==> src/rtl/pc_stack_pkg.sv <==
// Shared definitions for the program-counter / return-address-stack block:
// the operation encoding used by the decoder and the occupancy width helper.
package pc_stack_pkg;

    // Listed in increasing priority. The decoder enforces the priority itself.
    typedef enum logic [2:0] {
        OP_HOLD,
        OP_INC,
        OP_LOAD,
        OP_CALL,
        OP_RET
    } op_e;

    // Bits needed to count 0..entries inclusive.
    function automatic int depth_w(input int entries);
        return $clog2(entries + 1);
    endfunction

endpackage

==> src/rtl/pc_stack_if.sv <==
// Control/status bundle between a sequencer (master) and pc_stack (slave).
interface pc_stack_if
    import pc_stack_pkg::*;
#(
    parameter int WIDTH = 16,
    parameter int DEPTH = 8
) ();

    localparam int DW = depth_w(DEPTH);

    logic [WIDTH-1:0] in;
    logic             inc;
    logic             load;
    logic             call;
    logic             ret;
    logic             stall;
    logic             err_clr;

    logic [WIDTH-1:0] out;
    logic [DW-1:0]    depth;
    logic             full;
    logic             empty;
    logic             overflow;
    logic             underflow;

    modport master (
        output in, inc, load, call, ret, stall, err_clr,
        input  out, depth, full, empty, overflow, underflow
    );

    modport slave (
        input  in, inc, load, call, ret, stall, err_clr,
        output out, depth, full, empty, overflow, underflow
    );

endinterface

==> src/rtl/ras_lifo.sv <==
// Return-address LIFO: storage plus registered occupancy counter. Pushes while
// full and pops while empty are ignored; the caller flags those as errors.
module ras_lifo
    import pc_stack_pkg::*;
#(
    parameter int  WIDTH = 16,
    parameter int  DEPTH = 8,
    localparam int DW    = depth_w(DEPTH),
    localparam int AW    = (DEPTH > 1) ? $clog2(DEPTH) : 1
) (
    input  logic             clk,
    input  logic             reset_n,
    input  logic             push,
    input  logic             pop,
    input  logic [WIDTH-1:0] push_data,
    output logic [WIDTH-1:0] data,
    output logic [DW-1:0]    depth,
    output logic             full,
    output logic             empty
);

    logic [WIDTH-1:0] mem [DEPTH];
    logic [DW-1:0]    count;
    logic [AW-1:0]    wr_idx;
    logic [AW-1:0]    top_idx;
    logic             do_push;
    logic             do_pop;

    assign full    = (count == DW'(DEPTH));
    assign empty   = (count == '0);
    assign do_pop  = pop && !empty;
    assign do_push = push && !full && !pop;

    assign wr_idx  = AW'(count);
    // Guarded so an empty stack never forms an out-of-range read index.
    assign top_idx = empty ? '0 : AW'(count - DW'(1));
    assign data    = mem[top_idx];
    assign depth   = count;

    // NOTE: storage is deliberately not reset; count=0 makes every entry
    // unreachable, and leaving it out keeps the array a plain RAM.
    always_ff @(posedge clk) begin
        if (do_push) begin
            mem[wr_idx] <= push_data;
        end
    end

    // NOTE: sequential state uses non-blocking assignments only, so every
    // flop samples pre-edge values regardless of block ordering.
    always_ff @(posedge clk or negedge reset_n) begin
        if (!reset_n) begin
            count <= '0;
        end else if (do_pop) begin
            count <= count - DW'(1);
        end else if (do_push) begin
            count <= count + DW'(1);
        end
    end

endmodule

==> src/rtl/pc_stack.sv <==
// Program counter with return-address stack: priority op decode, registered PC
// and sticky overflow/underflow flags around a single ras_lifo instance.
module pc_stack
    import pc_stack_pkg::*;
#(
    parameter int               WIDTH        = 16,
    parameter int               DEPTH        = 8,
    parameter logic [WIDTH-1:0] RESET_VECTOR = '0
) (
    input  logic       clk,
    input  logic       reset_n,
    pc_stack_if.slave  bus
);

    localparam int DW = depth_w(DEPTH);

    op_e              op;
    logic [WIDTH-1:0] pc;
    logic [WIDTH-1:0] pc_plus1;
    logic [WIDTH-1:0] top_data;
    logic [DW-1:0]    lifo_depth;
    logic             lifo_full;
    logic             lifo_empty;
    logic             overflow_q;
    logic             underflow_q;
    logic             overflow_set;
    logic             underflow_set;

    // NOTE: op gets a default before any branch so the decode can never
    // infer a latch.
    always_comb begin
        op = OP_HOLD;
        if (!bus.stall) begin
            if (bus.ret) begin
                op = OP_RET;
            end else if (bus.call) begin
                op = OP_CALL;
            end else if (bus.load) begin
                op = OP_LOAD;
            end else if (bus.inc) begin
                op = OP_INC;
            end
        end
    end

    // Wraps modulo 2^WIDTH; shared by inc and the call return address.
    assign pc_plus1      = pc + WIDTH'(1);
    assign overflow_set  = (op == OP_CALL) && lifo_full;
    assign underflow_set = (op == OP_RET) && lifo_empty;

    ras_lifo #(
        .WIDTH (WIDTH),
        .DEPTH (DEPTH)
    ) u_lifo (
        .clk       (clk),
        .reset_n   (reset_n),
        .push      (op == OP_CALL),
        .pop       (op == OP_RET),
        .push_data (pc_plus1),
        .data      (top_data),
        .depth     (lifo_depth),
        .full      (lifo_full),
        .empty     (lifo_empty)
    );

    always_ff @(posedge clk or negedge reset_n) begin
        if (!reset_n) begin
            pc <= RESET_VECTOR;
        end else begin
            unique case (op)
                OP_INC:            pc <= pc_plus1;
                OP_LOAD, OP_CALL:  pc <= bus.in;
                OP_RET:            if (!lifo_empty) pc <= top_data;
                default:           pc <= pc;
            endcase
        end
    end

    // A new error in the same cycle as err_clr leaves the flag set; err_clr
    // still works during stall because stall forces op to HOLD.
    always_ff @(posedge clk or negedge reset_n) begin
        if (!reset_n) begin
            overflow_q  <= 1'b0;
            underflow_q <= 1'b0;
        end else begin
            if (overflow_set) begin
                overflow_q <= 1'b1;
            end else if (bus.err_clr) begin
                overflow_q <= 1'b0;
            end
            if (underflow_set) begin
                underflow_q <= 1'b1;
            end else if (bus.err_clr) begin
                underflow_q <= 1'b0;
            end
        end
    end

    assign bus.out       = pc;
    assign bus.depth     = lifo_depth;
    assign bus.full      = lifo_full;
    assign bus.empty     = lifo_empty;
    assign bus.overflow  = overflow_q;
    assign bus.underflow = underflow_q;

endmodule

==> src/flat_wrapper.sv <==
// flat-port wrapper written by rule: the top's interface ports become plain ports
module pc_stack_flat import pc_stack_pkg::*;
#(
    parameter int               WIDTH        = 16,
    parameter int               DEPTH        = 8,
    parameter logic [WIDTH-1:0] RESET_VECTOR = '0
)
  (clk, reset_n, bus_in, bus_inc, bus_load, bus_call, bus_ret, bus_stall, bus_err_clr, bus_out, bus_depth, bus_full, bus_empty, bus_overflow, bus_underflow);
  pc_stack_if #(.WIDTH(WIDTH), .DEPTH(DEPTH)) bus_i ();
  input  logic clk;
  input  logic reset_n;
  input wire logic [$bits(bus_i.in)-1:0] bus_in;
  input wire logic [$bits(bus_i.inc)-1:0] bus_inc;
  input wire logic [$bits(bus_i.load)-1:0] bus_load;
  input wire logic [$bits(bus_i.call)-1:0] bus_call;
  input wire logic [$bits(bus_i.ret)-1:0] bus_ret;
  input wire logic [$bits(bus_i.stall)-1:0] bus_stall;
  input wire logic [$bits(bus_i.err_clr)-1:0] bus_err_clr;
  output wire logic [$bits(bus_i.out)-1:0] bus_out;
  output wire logic [$bits(bus_i.depth)-1:0] bus_depth;
  output wire logic [$bits(bus_i.full)-1:0] bus_full;
  output wire logic [$bits(bus_i.empty)-1:0] bus_empty;
  output wire logic [$bits(bus_i.overflow)-1:0] bus_overflow;
  output wire logic [$bits(bus_i.underflow)-1:0] bus_underflow;
  assign bus_i.in = bus_in;
  assign bus_i.inc = bus_inc;
  assign bus_i.load = bus_load;
  assign bus_i.call = bus_call;
  assign bus_i.ret = bus_ret;
  assign bus_i.stall = bus_stall;
  assign bus_i.err_clr = bus_err_clr;
  assign bus_out = bus_i.out;
  assign bus_depth = bus_i.depth;
  assign bus_full = bus_i.full;
  assign bus_empty = bus_i.empty;
  assign bus_overflow = bus_i.overflow;
  assign bus_underflow = bus_i.underflow;
  pc_stack #(.WIDTH(WIDTH), .DEPTH(DEPTH), .RESET_VECTOR(RESET_VECTOR)) u_core (.clk(clk), .reset_n(reset_n), .bus(bus_i));
endmodule
==> config.mk <==
export PLATFORM = sky130hd
export DESIGN_NAME = pc_stack_flat
export DESIGN_NICKNAME = d
export VERILOG_FILES = /design/src/rtl/pc_stack_pkg.sv /design/src/rtl/pc_stack_if.sv /design/src/rtl/ras_lifo.sv /design/src/rtl/pc_stack.sv /design/src/flat_wrapper.sv
export SDC_FILE = /design/constraint.sdc
export NUM_CORES = 1
export LEC_CHECK = 0
export CAP_MARGIN = 15
export CORE_MARGIN = 5
export CORE_UTILIZATION = 35
export DETAILED_ROUTE_END_ITERATION = 12
export DONT_BUFFER_PORTS = 1
export PLACE_DENSITY_LB_ADDON = 0.2
export REMOVE_ABC_BUFFERS = 1
export SYNTH_ARGS = -nofsm -noshare
export SYNTH_HDL_FRONTEND = slang
export SYNTH_HIERARCHICAL = 1
export SYNTH_SLANG_ARGS = --single-unit
==> constraint.sdc <==
create_clock -name clk -period 4.5 [get_ports clk]
set_input_delay 0.45 -clock clk [delete_from_list [all_inputs] [get_ports clk]]
set_output_delay 0.45 -clock clk [all_outputs]
set_load 0.01 [all_outputs]
* Word-level counts from Yosys, hierarchy flattened
Memory sizes are Yosys's and may differ from the RTL's.
Index checks and enable logic that the tools add are counted.
** Word-level totals
- Register bits :: 22
- Latch bits :: 0
- RAM bits :: 128
- Bits in read-only memories :: 0
- Input bits :: 24
- Output and inout port bits :: 24
- Logic and storage cells :: 44
- Memories kept :: 1
** Cells by class
- Add/subtract/negate cells :: 3
- Multipliers :: 0
- Divide/modulo/power cells :: 0
- Magnitude comparators :: 0
- Equal/unequal tests :: 6
- Shift-type cells :: 0
- Mux-type cells :: 15
- Bitwise operators :: 0
- Reduce and logical (&&, ||, !) cells :: 15
** Memory list
- u_core.u_lifo.mem :: depth 8, width 16, rd ports 1, clocked after memory_dff 0, wr ports 1, line ras_lifo.sv:22 : logic [WIDTH-1:0] mem [DEPTH];
** Operator list (number)
- $pmux 16 s3 :: 1
- $add 16x1->16 const B :: 1
- $mux 16 :: 1
- $mux 3 :: 5
- $mux 4 :: 2
- $eq 3x2->1 const B :: 2
- $mux 1 :: 6
- $reduce_bool 2->1 :: 3
- $logic_and 1x1->1 :: 5
- $add 4x1->4 const B :: 1
- $eq 4x4->1 const B :: 1
- $logic_not 4->1 :: 1
- $sub 4x1->4 const B :: 1
- $eq 3x1->1 const B :: 1
- $eq 3x3->1 const B :: 1
- $logic_not 1->1 :: 3
- $reduce_bool 3->1 :: 1
- $ne 2x2->1 const B :: 1
- $reduce_and 2->1 :: 1
- $reduce_or 2->1 :: 1

* Depth between registers and ports, before layout
Gate-level depths: netlist of the first run.
- Depth after elaboration :: 10
- Depth in mapped cells :: 15
- Depth with buffers taken out :: 11

* Cells and area by module
The synthesis of the first run kept the hierarchy.
** Modules (own cells, without submodules)
- ras_lifo :: instances 1, cells an instance 383, area an instance 5866.9 µm², sequential area each 3943.8 µm²
- pc_stack :: instances 1, cells an instance 166, area an instance 1481.4 µm², sequential area each 450.4 µm²

* Least setup slack after synthesis of the first run
Ideal clock, no wire load.
- Kind :: flip-flop to flip-flop
- Start :: register u_core.u_lifo.count[0] (netlist: u_core/u_lifo/depth[0])
- End :: memory u_core.u_lifo.mem[4][0] (enable)
- Setup time :: 0.413 ns
- Arrival :: 2.937 ns
- Path slack :: 1.150 ns
- Stages on the path, launching flop included :: 9
- Clock period less this slack :: 3.350 ns
- Cells stage by stage :: dfrtp_1 -> buf_4 -> buf_2 -> inv_1 -> ha_1 -> nor2b_4 -> a21boi_0 -> nand2_1 -> nor3b_1
** Between the ends
- Cells in the longest elaborated chain, start to end :: 6
** RTL lines
- from (decl) :: line ras_lifo.sv:23 : logic [DW-1:0] count;
- from (signal assigned) :: line ras_lifo.sv:54 : count <= count - DW'(1);
- from (signal assigned) :: line ras_lifo.sv:56 : count <= count + DW'(1);
- $eq 4x4->1 :: line ras_lifo.sv:29 : assign full = (count == DW'(DEPTH));
- $logic_not 1->1 :: line ras_lifo.sv:32 : assign do_push = push && !full && !pop;
- $logic_and 1x1->1 (2 in series) :: line ras_lifo.sv:32
- $mux 1 :: line ras_lifo.sv:43 : if (do_push) begin
- $mux 1 (not written as such) :: line ras_lifo.sv:44 : mem[wr_idx] <= push_data;
- to (decl) :: line ras_lifo.sv:22
Parallel ways exist; a longest one is shown, timed or not.

* Final worst setup path of the first run
- Start :: register u_core.u_lifo.count[3] (netlist: u_core/u_lifo/depth[3])
- End :: register u_core.pc[2] (netlist: u_core/bus.out[2])
** Between the ends
- Cells in the longest elaborated chain, start to end :: 5
- Elaborated cells between the ends (all ways) :: 7
- Those cells by class :: eq/ne (1); mux (3); reduce/logical (2); memory (1)
** RTL lines
- $logic_not 4->1 :: line ras_lifo.sv:30 : assign empty = (count == '0);
- named net bus_empty :: line flat_wrapper.sv:22 : output wire logic [$bits(bus_i.empty)-1:0] bus_empty;
- $mux 3 :: line ras_lifo.sv:36 : assign top_idx = empty ? '0 : AW'(count - DW'(1));
- $mem_v2 8x16
- named net u_core.top_data[2] :: line pc_stack.sv:20 : logic [WIDTH-1:0] top_data;
- $mux 16 :: line pc_stack.sv:73 : OP_RET: if (!lifo_empty) pc <= top_data;
- $pmux 16 s3 :: line pc_stack.sv:70 : unique case (op)
- to (signal assigned) :: line pc_stack.sv:71 : OP_INC: pc <= pc_plus1;
- to (signal assigned) :: line pc_stack.sv:73
- to (signal assigned) :: line pc_stack.sv:74 : default: pc <= pc;
- to (decl) :: line pc_stack.sv:18 : logic [WIDTH-1:0] pc;
The timed path passes the listed nets, and every way through them passes these cells. The select of a mux whose other input is x is not followed.
A chain may end at the register's enable or synchronous reset.

==> run_results.csv, run 1 <==
group,metric,value,unit
status,status,"completed",
setup_path,arrival,3.64,ns
timing,worst_pin_slew,1.15,ns
clock_network,clock_latency,0.43,ns
clock_network,cts_setup_buffers,0,
synth,seq_area_frac_synth,0.598,
detailed_routing,num_vias,4732,
setup_path,cp.buffers_inverters,2,
finish,layout.cells.non_filler,827,
global_route,grt_busiest_layer,"met2",
finish,syn_to_final_growth,11.7,%
placed_design,port_buffers,0,
timing,fin_ws,1.19,ns
global_route,grt_max_degree,76,
finish,antennaDiodeCount,0,
power_and_ir_drop,power.density,706,mW/mm2
setup_path,crit_type,"reg -> reg",
power_and_ir_drop,p_leak,2.67,nW
timing,final_hold_viol_count,0,
synth,yosysMostFrequentCell,"edfxtp_1",
synth,synth_edf_count,128,
global_route,grt_overflow,0,
detailed_routing,drc,0,
global_route,grt_use_met2,0.269,
timing,min_period,3.31,ns
floorplanning,coreArea,0.0208,mm2
synth,synth_common_cells,"128 x edfxtp_1, 34 x nor2_1, 30 x mux2_2, 29 x nand2_1, 28 x a221oi_1",
synth,synthCells,549,
synth,synth_area_per_cell,13.4,um2
setup_path,cp_data_required_time,4.84,ns
floorplanning,start_util,0.353,
clock_network,cts_sinks,150,
finish,layout.nets,566,
synth,ys_warn_count,6,
synth,yosys_most_used_dff,"edfxtp_1",
synth,ys_top_cells_by_area,"edfxtp_1 52%, dfrtp_1 7.5%, mux2_2 4.6%",
placed_design,placed_cell_area,0.00752,mm2
global_route,antenna_found_initial,1,
detailed_routing,drt_pass1_iterations,5,
clock_network,cts_tree,"done",
global_route,grt_usage,0.170,
setup_path,critPathTopFamily,"flip-flops",
finish,drive_gt1_frac,0.248,
timing,tns,0,ns
clock_network,cts-root-buf,"clkbuf_16",
timing,min_period_over_period,0.735,
power_and_ir_drop,ir_worst_vdd,0.447,mV
timing,fmax,302,MHz
synth,synth_top_area_cell,"edfxtp_1",
global_route,use_met3,0.0573,
placed_design,place_inst,793,
timing,finClkSkew,0.0155,ns
synth,synthDistinctLibCells,68,
setup_path,worstSetupEndpointType,"flop",
timing,slew_violations,0,
floorplanning,die_width,155,um
timing,finalSetupViolations,0,
synth,async_flop_share,0.147,
placed_design,dp_hpwl,12600,um
placed_design,place.gp.congestion,0.789,
finish,finalInstanceArea,0.00821,mm2
synth,ys_ff_latch,150,
detailed_routing,vias_per_cell,5.72,
setup_path,cpMaxStageDelayCell,"dfrtp_1",
floorplanning,die_area,0.0240,mm2
detailed_routing,initialDrtViolationCount,440,
floorplanning,fp-row-count,53,
synth,synth_area,0.00735,mm2
floorplanning,die_h,155,um
clock_network,cts-htree-levels,4,
power_and_ir_drop,power,5.80,mW
timing,slew-limit-headroom,0.233,
floorplanning,io_pins,48,
clock_network,cts_inserted_buffers,17,
clock_network,post_cts_resized,0,
global_route,grt_pass1_vias,4655,
clock_network,cts_hold_buf,2,
detailed_routing,antenna_left,0,
worst_hold_path,hold_path.class,"in -> reg",
setup_path,cp_max_fo,31,
detailed_routing,totalWireLength,20000,um
detailed_routing,wl_per_cell,24.2,um
setup_path,startpoint_type,"flop",
clock_network,path_clk_slew,0.06,ns
setup_path,critical_path.max_stage_delay,1.02,ns
clock_network,cts_buffer_depth,2,
timing,rsz0062_at_grt,"false",
job,cap_violations,0,
synth,synth_top_area_frac,0.523,
global_route,met1_usage,0.223,
setup_path,worstPathCellList,"inv_1 -> nand2_4 -> inv_4 -> nor2_4 -> a221oi_1 -> a21oi_1 -> a222oi_1 -> o2bb2ai_1",
global_route,grt_pass1_wl,29900,um
placed_design,place_ws,1.24,ns
## cell type report
class / instances / area (um2)
timing repair buffer: 14 / 120
multi-input combinational: 345 / 2650
sequential: 150 / 4400
inverter: 11 / 43.8
clock buffer: 20 / 457
fill: 1984 / 12600
tap: 275 / 344
clock inverter: 12 / 198
## sequential cells by signal, indices dropped and copies added, names as in the netlist
signal / flops
u_core/bus.out: 16
u_core/bus.overflow: 1
u_core/bus.underflow: 1
u_core/u_lifo/depth: 4
u_core/u_lifo/mem: 128
## path summary, 6_finish.rpt
path | startpoint | end | cells past startpoint | slack (ns)
worst max-delay path | u_core/u_lifo/depth[3] | u_core/bus.out[2] | 8 | 1.19
worst min-delay path | bus_err_clr | u_core/bus.overflow | 2 | 0.23
worst max register to register | u_core/u_lifo/depth[3] | u_core/bus.out[2] | 8 | 1.19
worst min register to register | u_core/bus.overflow | u_core/bus.overflow | 1 | 0.59
max in group asynchronous | reset_n | u_core/bus.out[8] | 2 | 3.87
min in group asynchronous | reset_n | u_core/u_lifo/depth[2] | 2 | 0.45
## placed cells by master, fill, tap and decap left out, drive strengths merged, types with 5 or more instances in the layout
cell,Yosys,final
xnor2,9,9
o22ai,9,9
mux2i,7,7
a21oi,21,21
dfrtp,22,22
bufinv,0,5
a222oi,6,6
nor4,5,5
nand2b,18,18
buf,36,13
nor3,13,13
mux2,30,30
nand2,31,31
inv,11,12
and2,5,5
o21ai,38,38
nand3,8,8
nand4,5,5
nor2,36,36
a221oi,37,37
o211ai,17,17
or2,5,5
edfxtp,128,128
xor2,7,7
clkbuf,7,20
## routing by layer
metal / wire (um) / up-vias
li1: - / 2130
met1: 8780 / 2442
met2: 9640 / 143
met3: 1430 / 15
met4: 136 / 2
met5: 20 / -
## report_power, final
| group | leakage, nW | internal [mW] | switching, mW | total (mW) |
|---|---|---|---|---|
| registers | 1.41 | 1.80 | 0.307 | 2.11 |
| logic | 0.946 | 0.739 | 1.39 | 2.13 |
| clock network | 0.316 | 1.01 | 0.545 | 1.56 |
## metrics by stage
step                utilization  hold WS [ns]
floorplan                     -         0.154
global placement          0.361         0.155
finish                    0.394         0.225
CTS                       0.394         0.213
global route              0.394         0.222
detailed placement        0.361         0.155
## logic make-up after synthesis
logic type	after synthesis	synth area share
AO/OA/AOI/OAI	153	0.171
XOR/XNOR	16	0.0191
adder cells (fa/ha/maj)	3	0.00511
buffers and inverters	54	0.0455
flip-flops	150	0.598
multiplexers	37	0.0555
AND/OR/NAND/NOR	136	0.106
Note: power is estimated with default switching activity, not from simulation.
==> run 2, diff against run 1 <==
--- a/config.mk
+++ b/config.mk
@@ -5,6 +5,7 @@
 export SDC_FILE = /design/constraint.sdc
 export NUM_CORES = 1
 export LEC_CHECK = 0
+export ABC_AREA = 1
 export CAP_MARGIN = 15
 export CORE_MARGIN = 5
 export CORE_UTILIZATION = 35
==> constraint.sdc (replaced) <==
create_clock -name clk -period 2.7 [get_ports clk]
set_input_delay 0.27 -clock clk [delete_from_list [all_inputs] [get_ports clk]]
set_output_delay 0.27 -clock clk [all_outputs]
set_load 0.01 [all_outputs]
==> run 2 against run 1 <==
  * Clock skew up 0.0059 ns
  * Die area grew 0.78%
  * Hold slack got worse by 0.19 ns
  * First-iteration DRC count is 2.0% lower
  * Area after synthesis up 0.83%
  * Worst setup slack got worse by 0.69 ns
  * Global-route usage shrank 1.0 points
  * Register-to-register slack got worse by 0.69 ns
  * Clock power is 46% higher
  * Combinational power is 95% higher
  * Critical path depth up 6
  * Critical path type unchanged
  * Critical endpoint is now u_core/bus.out[4]
==> run_results.csv, run 2 <==
group,metric,value,unit
clock_network,path_clk_slew,0.07,ns
detailed_routing,num_vias,5275,
synth,async_flop_share,0.147,
global_route,grt_max_degree,100,
timing,min_period_over_period,0.815,
global_route,grt_pass1_wl,29100,um
synth,synthDistinctLibCells,34,
setup_path,cp-startpoint,"u_core/u_lifo/depth[1]",
finish,antennaDiodeCount,0,
detailed_routing,wl_per_cell,17.1,um
global_route,grt_pass1_vias,4865,
detailed_routing,totalWireLength,18900,um
job,cap_violations,0,
detailed_routing,vias_per_cell,4.77,
global_route,grt_use_met2,0.233,
placed_design,place_ws,0.507,ns
finish,top_register,"u_core/u_lifo/mem",
setup_path,critPathTopFamily,"simple AND/OR/NAND/NOR gates",
clock_network,post_cts_resized,0,
finish,layout.cells.most_common,"nand2_1",
synth,synth_common_cells,"241 x nand2_1, 128 x edfxtp_1, 107 x nor2_1, 90 x inv_1, 79 x nand3_1",
detailed_routing,antenna_left,0,
finish,syn_to_final_growth,13.0,%
finish,finalInstanceArea,0.00838,mm2
synth,synth_edf_count,128,
clock_network,clock_latency,0.43,ns
global_route,grt_busiest_layer,"met2",
setup_path,regToRegEndpoint,"u_core/bus.out[4]",
setup_path,worstSetupEndpointType,"flop",
global_route,met1_usage,0.230,
synth,synth_top_area_frac,0.519,
floorplanning,fp-row-count,53,
clock_network,cts_tree,"done",
clock_network,cts_sinks,150,
placed_design,dp_hpwl,11700,um
timing,slew-limit-headroom,0.539,
placed_design,placed_cell_area,0.00776,mm2
global_route,use_met3,0.0462,
finish,largest_register_ffs,128,
status,status,"completed",
worst_hold_path,min_path_cells,2,
timing,min_period,2.20,ns
timing,final_hold_viol_count,0,
synth,yosysMostFrequentCell,"nand2_1",
synth,synth_area_per_cell,9.18,um2
floorplanning,die_width,156,um
placed_design,place.gp.congestion,0.775,
timing,finClkSkew,0.0214,ns
timing,slew_violations,0,
setup_path,arrival,2.49,ns
finish,layout.cells.non_filler,1107,
setup_path,rr_worst_depth,14,
synth,synthCells,807,
timing,fmax,455,MHz
setup_path,r2r_slack,0.50,ns
detailed_routing,initialDrtViolationCount,431,
power_and_ir_drop,p_leak,3.59,nW
setup_path,path_common_cell,"nand2_1",
setup_path,worstPathCellList,"inv_1 -> ha_1 -> nand2_4 -> nand2_4 -> buf_12 -> nor2_1 -> nand2_1 -> nand2_1 -> nand2_1 -> nand2_1 -> nand2_1 -> nand2_1 -> a21oi_1 -> o21ai_1",
global_route,antenna_found_initial,0,
floorplanning,start_util,0.354,
finish,layout.nets,846,
detailed_routing,drc,0,
synth,synth_area,0.00741,mm2
timing,fin_hold_ws,0.0316,ns
global_route,grt_overflow,0,
clock_network,cts_inserted_buffers,17,
timing,rsz0062_at_grt,"false",
synth,ys_ff_latch,150,
setup_path,cp.buffers_inverters,2,
synth,ys_top_cells_by_area,"edfxtp_1 52%, nand2_1 12%, dfrtp_1 7.4%",
floorplanning,die_h,156,um
clock_network,cts_hold_buf,4,
clock_network,cts-root-buf,"clkbuf_16",
clock_network,cts-htree-levels,4,
detailed_routing,drt_pass1_iterations,5,
synth,ys_warn_count,6,
setup_path,cp_max_fo,39,
floorplanning,io_pins,48,
global_route,grt_usage,0.159,
setup_path,startpoint_type,"flop",
clock_network,cts_setup_buffers,0,
setup_path,endpoint,"u_core/bus.out[4]",
finish,final_cell_mix,"241 x nand2_1, 128 x edfxtp_1, 102 x nor2_1, 90 x inv_1, 79 x nand3_1",
setup_path,critical_path.max_stage_delay,0.38,ns
clock_network,cts_buffer_depth,2,
finish,drive_gt1_frac,0.105,
setup_path,path_depth,14,
synth,yosys_most_used_dff,"edfxtp_1",
placed_design,place_inst,1071,
timing,worst_pin_slew,0.690,ns
setup_path,crit_type,"reg -> reg",
setup_path,reg2reg_from,"u_core/u_lifo/depth[1]",
synth,seq_area_frac_synth,0.593,
placed_design,port_buffers,0,
power_and_ir_drop,power.density,1180,mW/mm2
worst_hold_path,hold_path.class,"in -> reg",
timing,finalSetupViolations,0,
timing,fin_ws,0.501,ns
synth,synth_top_area_cell,"edfxtp_1",
floorplanning,coreArea,0.0210,mm2
setup_path,cp_data_required_time,2.99,ns
setup_path,cpMaxStageDelayCell,"dfrtp_1",
floorplanning,die_area,0.0242,mm2
power_and_ir_drop,ir_worst_vdd,0.584,mV
[run 2: where the power goes]
group,switching (mW),internal (mW)
clock,0.990,1.29
sequential,0.394,3.09
combinational,2.86,1.29
total,4.25,5.67
[run 2: cell families (layout without fill, tap and decap cells)]
group,Yosys count,count (layout),share of synthesized area
and+or+nand+nor,486,486,0.289
buffers and inverters,128,153,0.0765
DFF,150,150,0.593
AOI/OAI and AO/OA,32,32,0.0255
xor gates and xnor gates,8,8,0.0105
adders and majority gates,3,3,0.00507
[run 2: worst min path at each step]
stage          slack (ns)                  to       from
5_1_grt              0.03   u_core/bus.out[5]  bus_in[5]
6_report             0.03   u_core/bus.out[5]  bus_in[5]
4_1_cts              0.01   u_core/bus.out[5]  bus_in[5]
2_1_floorplan       -0.03   u_core/bus.out[0]    reset_n
3_3_place_gp        -0.02  u_core/bus.out[14]    reset_n
3_5_place_dp        -0.02  u_core/bus.out[14]    reset_n
[run 2: routing by layer]
| metal | vias to the layer above | routed length [um] |
|---|---|---|
| met5 | - | 0 |
| met1 | 2477 | 9160 |
| li1 | 2640 | - |
| met3 | 20 | 1090 |
| met4 | 0 | 245 |
| met2 | 138 | 8400 |
[run 2: final cells by class]
cell class | count | area, um2
tap | 275 | 344
sequential | 150 | 4390
fill | 2126 | 12600
clock inverter | 15 | 144
timing repair buffer | 26 | 240
clock buffer | 17 | 425
multi-input combinational | 529 | 2470
inverter | 95 | 357
[run 2: stage by stage]
step	TNS, ns	total power, mW	util
2_1_floorplan	-48.57	6.26	-
6_report	0	9.92	0.400
4_1_cts	0	10.0	0.400
3_5_place_dp	0	7.72	0.370
3_3_place_gp	0	7.74	0.370
5_1_grt	0	10.7	0.400
==> run 3, diff against run 2 <==
==> constraint.sdc (replaced) <==
create_clock -name clk -period 2.2 [get_ports clk]
set_input_delay 0.22 -clock clk [delete_from_list [all_inputs] [get_ports clk]]
set_output_delay 0.22 -clock clk [all_outputs]
set_load 0.01 [all_outputs]
==> run 3 against run 2 <==
  * Hold slack improved by 0.028 ns
  * Worst setup slack got worse by 0.33 ns
  * Routed wire length rose by 1.7%
  * Clock skew fell by 0.0094 ns
  * Global-route usage rose by 0.54 points
  * Non-clock buffer count rose by 22
  * Register-to-register slack got worse by 0.33 ns
  * Fmax rose by 8.2%
  * First-iteration DRC count fell by 20%
  * Critical path type unchanged
  * Largest cell class unchanged
  * Largest power group unchanged
==> run_results.csv, run 3 (synthesis results as in run 2) <==
group,metric,value,unit
floorplanning,fp-row-count,53,
timing,min_period_over_period,0.924,
finish,syn_to_final_growth,17.4,%
global_route,grt_pass1_wl,30300,um
power_and_ir_drop,power_frac_seq,0.329,
clock_network,cts-htree-levels,4,
power_and_ir_drop,power,12.8,mW
clock_network,cts_inserted_buffers,17,
timing,worst_pin_slew,0.563,ns
detailed_routing,vias_per_cell,4.73,
status,status,"completed",
floorplanning,die_h,156,um
finish,final_cell_mix,"241 x nand2_1, 128 x edfxtp_1, 102 x nor2_1, 90 x inv_1, 79 x nand3_1",
finish,layout.nets,868,
global_route,grt_max_degree,100,
power_and_ir_drop,ir_worst_vdd,0.760,mV
timing,finalSetupViolations,0,
clock_network,path_clk_slew,0.07,ns
timing,fin_ws,0.168,ns
clock_network,cts-root-buf,"clkbuf_16",
detailed_routing,antenna_left,0,
finish,finalInstanceArea,0.00870,mm2
setup_path,worstSetupEndpointType,"flop",
floorplanning,die_width,156,um
finish,top_register,"u_core/u_lifo/mem",
finish,drive_gt1_frac,0.128,
detailed_routing,totalWireLength,19200,um
timing,finClkSkew,0.0120,ns
floorplanning,io_pins,48,
placed_design,port_buffers,0,
power_and_ir_drop,p_int,7.44,mW
timing,final_hold_viol_count,0,
power_and_ir_drop,power.share.clock,0.234,
floorplanning,start_util,0.354,
detailed_routing,drc,0,
setup_path,arrival,2.34,ns
floorplanning,die_area,0.0242,mm2
finish,largest_register_ffs,128,
job,cap_violations,0,
detailed_routing,num_vias,5342,
clock_network,cts_sinks,150,
timing,fin_hold_ws,0.0601,ns
placed_design,place.gp.congestion,0.780,
power_and_ir_drop,p_leak,3.76,nW
floorplanning,coreArea,0.0210,mm2
timing,slew-limit-headroom,0.624,
detailed_routing,initialDrtViolationCount,343,
placed_design,placed_cell_area,0.00800,mm2
timing,tns,0,ns
global_route,antenna_found_initial,0,
worst_hold_path,hold_path.class,"in -> reg",
power_and_ir_drop,pwr-share-comb,0.437,
clock_network,cts_tree,"done",
power_and_ir_drop,switching_share,0.420,
global_route,grt_pass1_vias,5133,
finish,layout.cells.most_common,"nand2_1",
finish,nFillCells,2100,
power_and_ir_drop,p_sw,5.38,mW
setup_path,cp_max_fo,30,
timing,slew_violations,0,
finish,antennaDiodeCount,0,
placed_design,place_ws,0.187,ns
global_route,grt_overflow,0,
setup_path,cp_data_required_time,2.51,ns
placed_design,dp_hpwl,12500,um
power_and_ir_drop,power.density,1470,mW/mm2
detailed_routing,wl_per_cell,17.0,um
timing,min_period,2.03,ns
global_route,grt_usage,0.165,
setup_path,crit_type,"reg -> reg",
detailed_routing,drt_pass1_iterations,5,
setup_path,startpoint_type,"flop",
clock_network,clock_latency,0.42,ns
timing,rsz0062_at_grt,"false",
clock_network,cts_buffer_depth,2,
timing,fmax,492,MHz
## run 3: cell types whose count changed in the layout (fill, tap and decap cells not counted), moves of 2 or more
cell	before	now
buf_12	3	12
dlygate4sd3_1	3	5
inv_8	2	4
buf_4	20	30
clkinvlp_4	3	0
clkinv_1	2	0
## run 3: final timing paths
check / start / endpoint / slack (ns) / cells past startpoint
min in group asynchronous: reset_n / u_core/bus.overflow / 0.23 / 2
max in group asynchronous: reset_n / u_core/bus.out[11] / 1.78 / 2
worst min register to register: u_core/bus.underflow / u_core/bus.underflow / 0.57 / 2
worst max-delay path: u_core/u_lifo/depth[0] / u_core/bus.out[13] / 0.17 / 13
worst min-delay path: bus_in[1] / u_core/bus.out[1] / 0.06 / 2
worst max register to register: u_core/u_lifo/depth[0] / u_core/bus.out[13] / 0.17 / 13
## run 3: per-stage QoR
stage,utilization,instances
3_5_place_dp,0.382,1088
3_3_place_gp,0.382,1088
6_report,0.415,1129
4_1_cts,0.414,1126
5_1_grt,0.415,1129
2_1_floorplan,-,774
## run 3: final cells by class
cell class	count	area [um2]	area share
clock buffer	17	425	0.0489
multi-input combinational	529	2470	0.284
inverter	95	357	0.0410
tap	275	344	0.0395
timing repair buffer	48	527	0.0605
clock inverter	15	184	0.0211
sequential	150	4390	0.505
## run 3: power by group through the flow
stage	combinational [mW]	sequential, mW	clock [mW]
6_report	5.60	4.22	3.00
5_1_grt	6.34	4.27	3.21
4_1_cts	5.54	4.24	3.07
3_5_place_dp	5.50	4.29	0
3_3_place_gp	5.50	4.29	0
2_1_floorplan	3.48	4.20	0
## run 3: worst max-delay path: stages, from the launching register on
cell and delay (ns):
dfrtp_1 0.37, inv_2 0.06, ha_1 0.26, nand2_4 0.14, buf_4 0.34, nand3_1 0.13, nand3_1 0.11, nand2_1 0.06
nand2_1 0.06, nand2_1 0.09, nand2_1 0.09, nand2_1 0.05, nor2_1 0.08, a21oi_1 0.08
## run 3: per-layer routing
metal,routed length [um],vias up,track usage
met1,9440,2533,0.242
met2,8720,116,0.249
met4,152,0,0.0375
met3,916,13,0.0381
met5,0,-,0
li1,-,2680,-
## run 3: what timing repair did
| action | in CTS | in global routing |
|---|---|---|
| endpoints found under the setup margin | 0 | 8 |
| endpoints found under the hold margin | 27 | 0 |
| setup buffers | 0 | 3 |
| hold buffers | 6 | 0 |
| resized for setup | 0 | 1 |
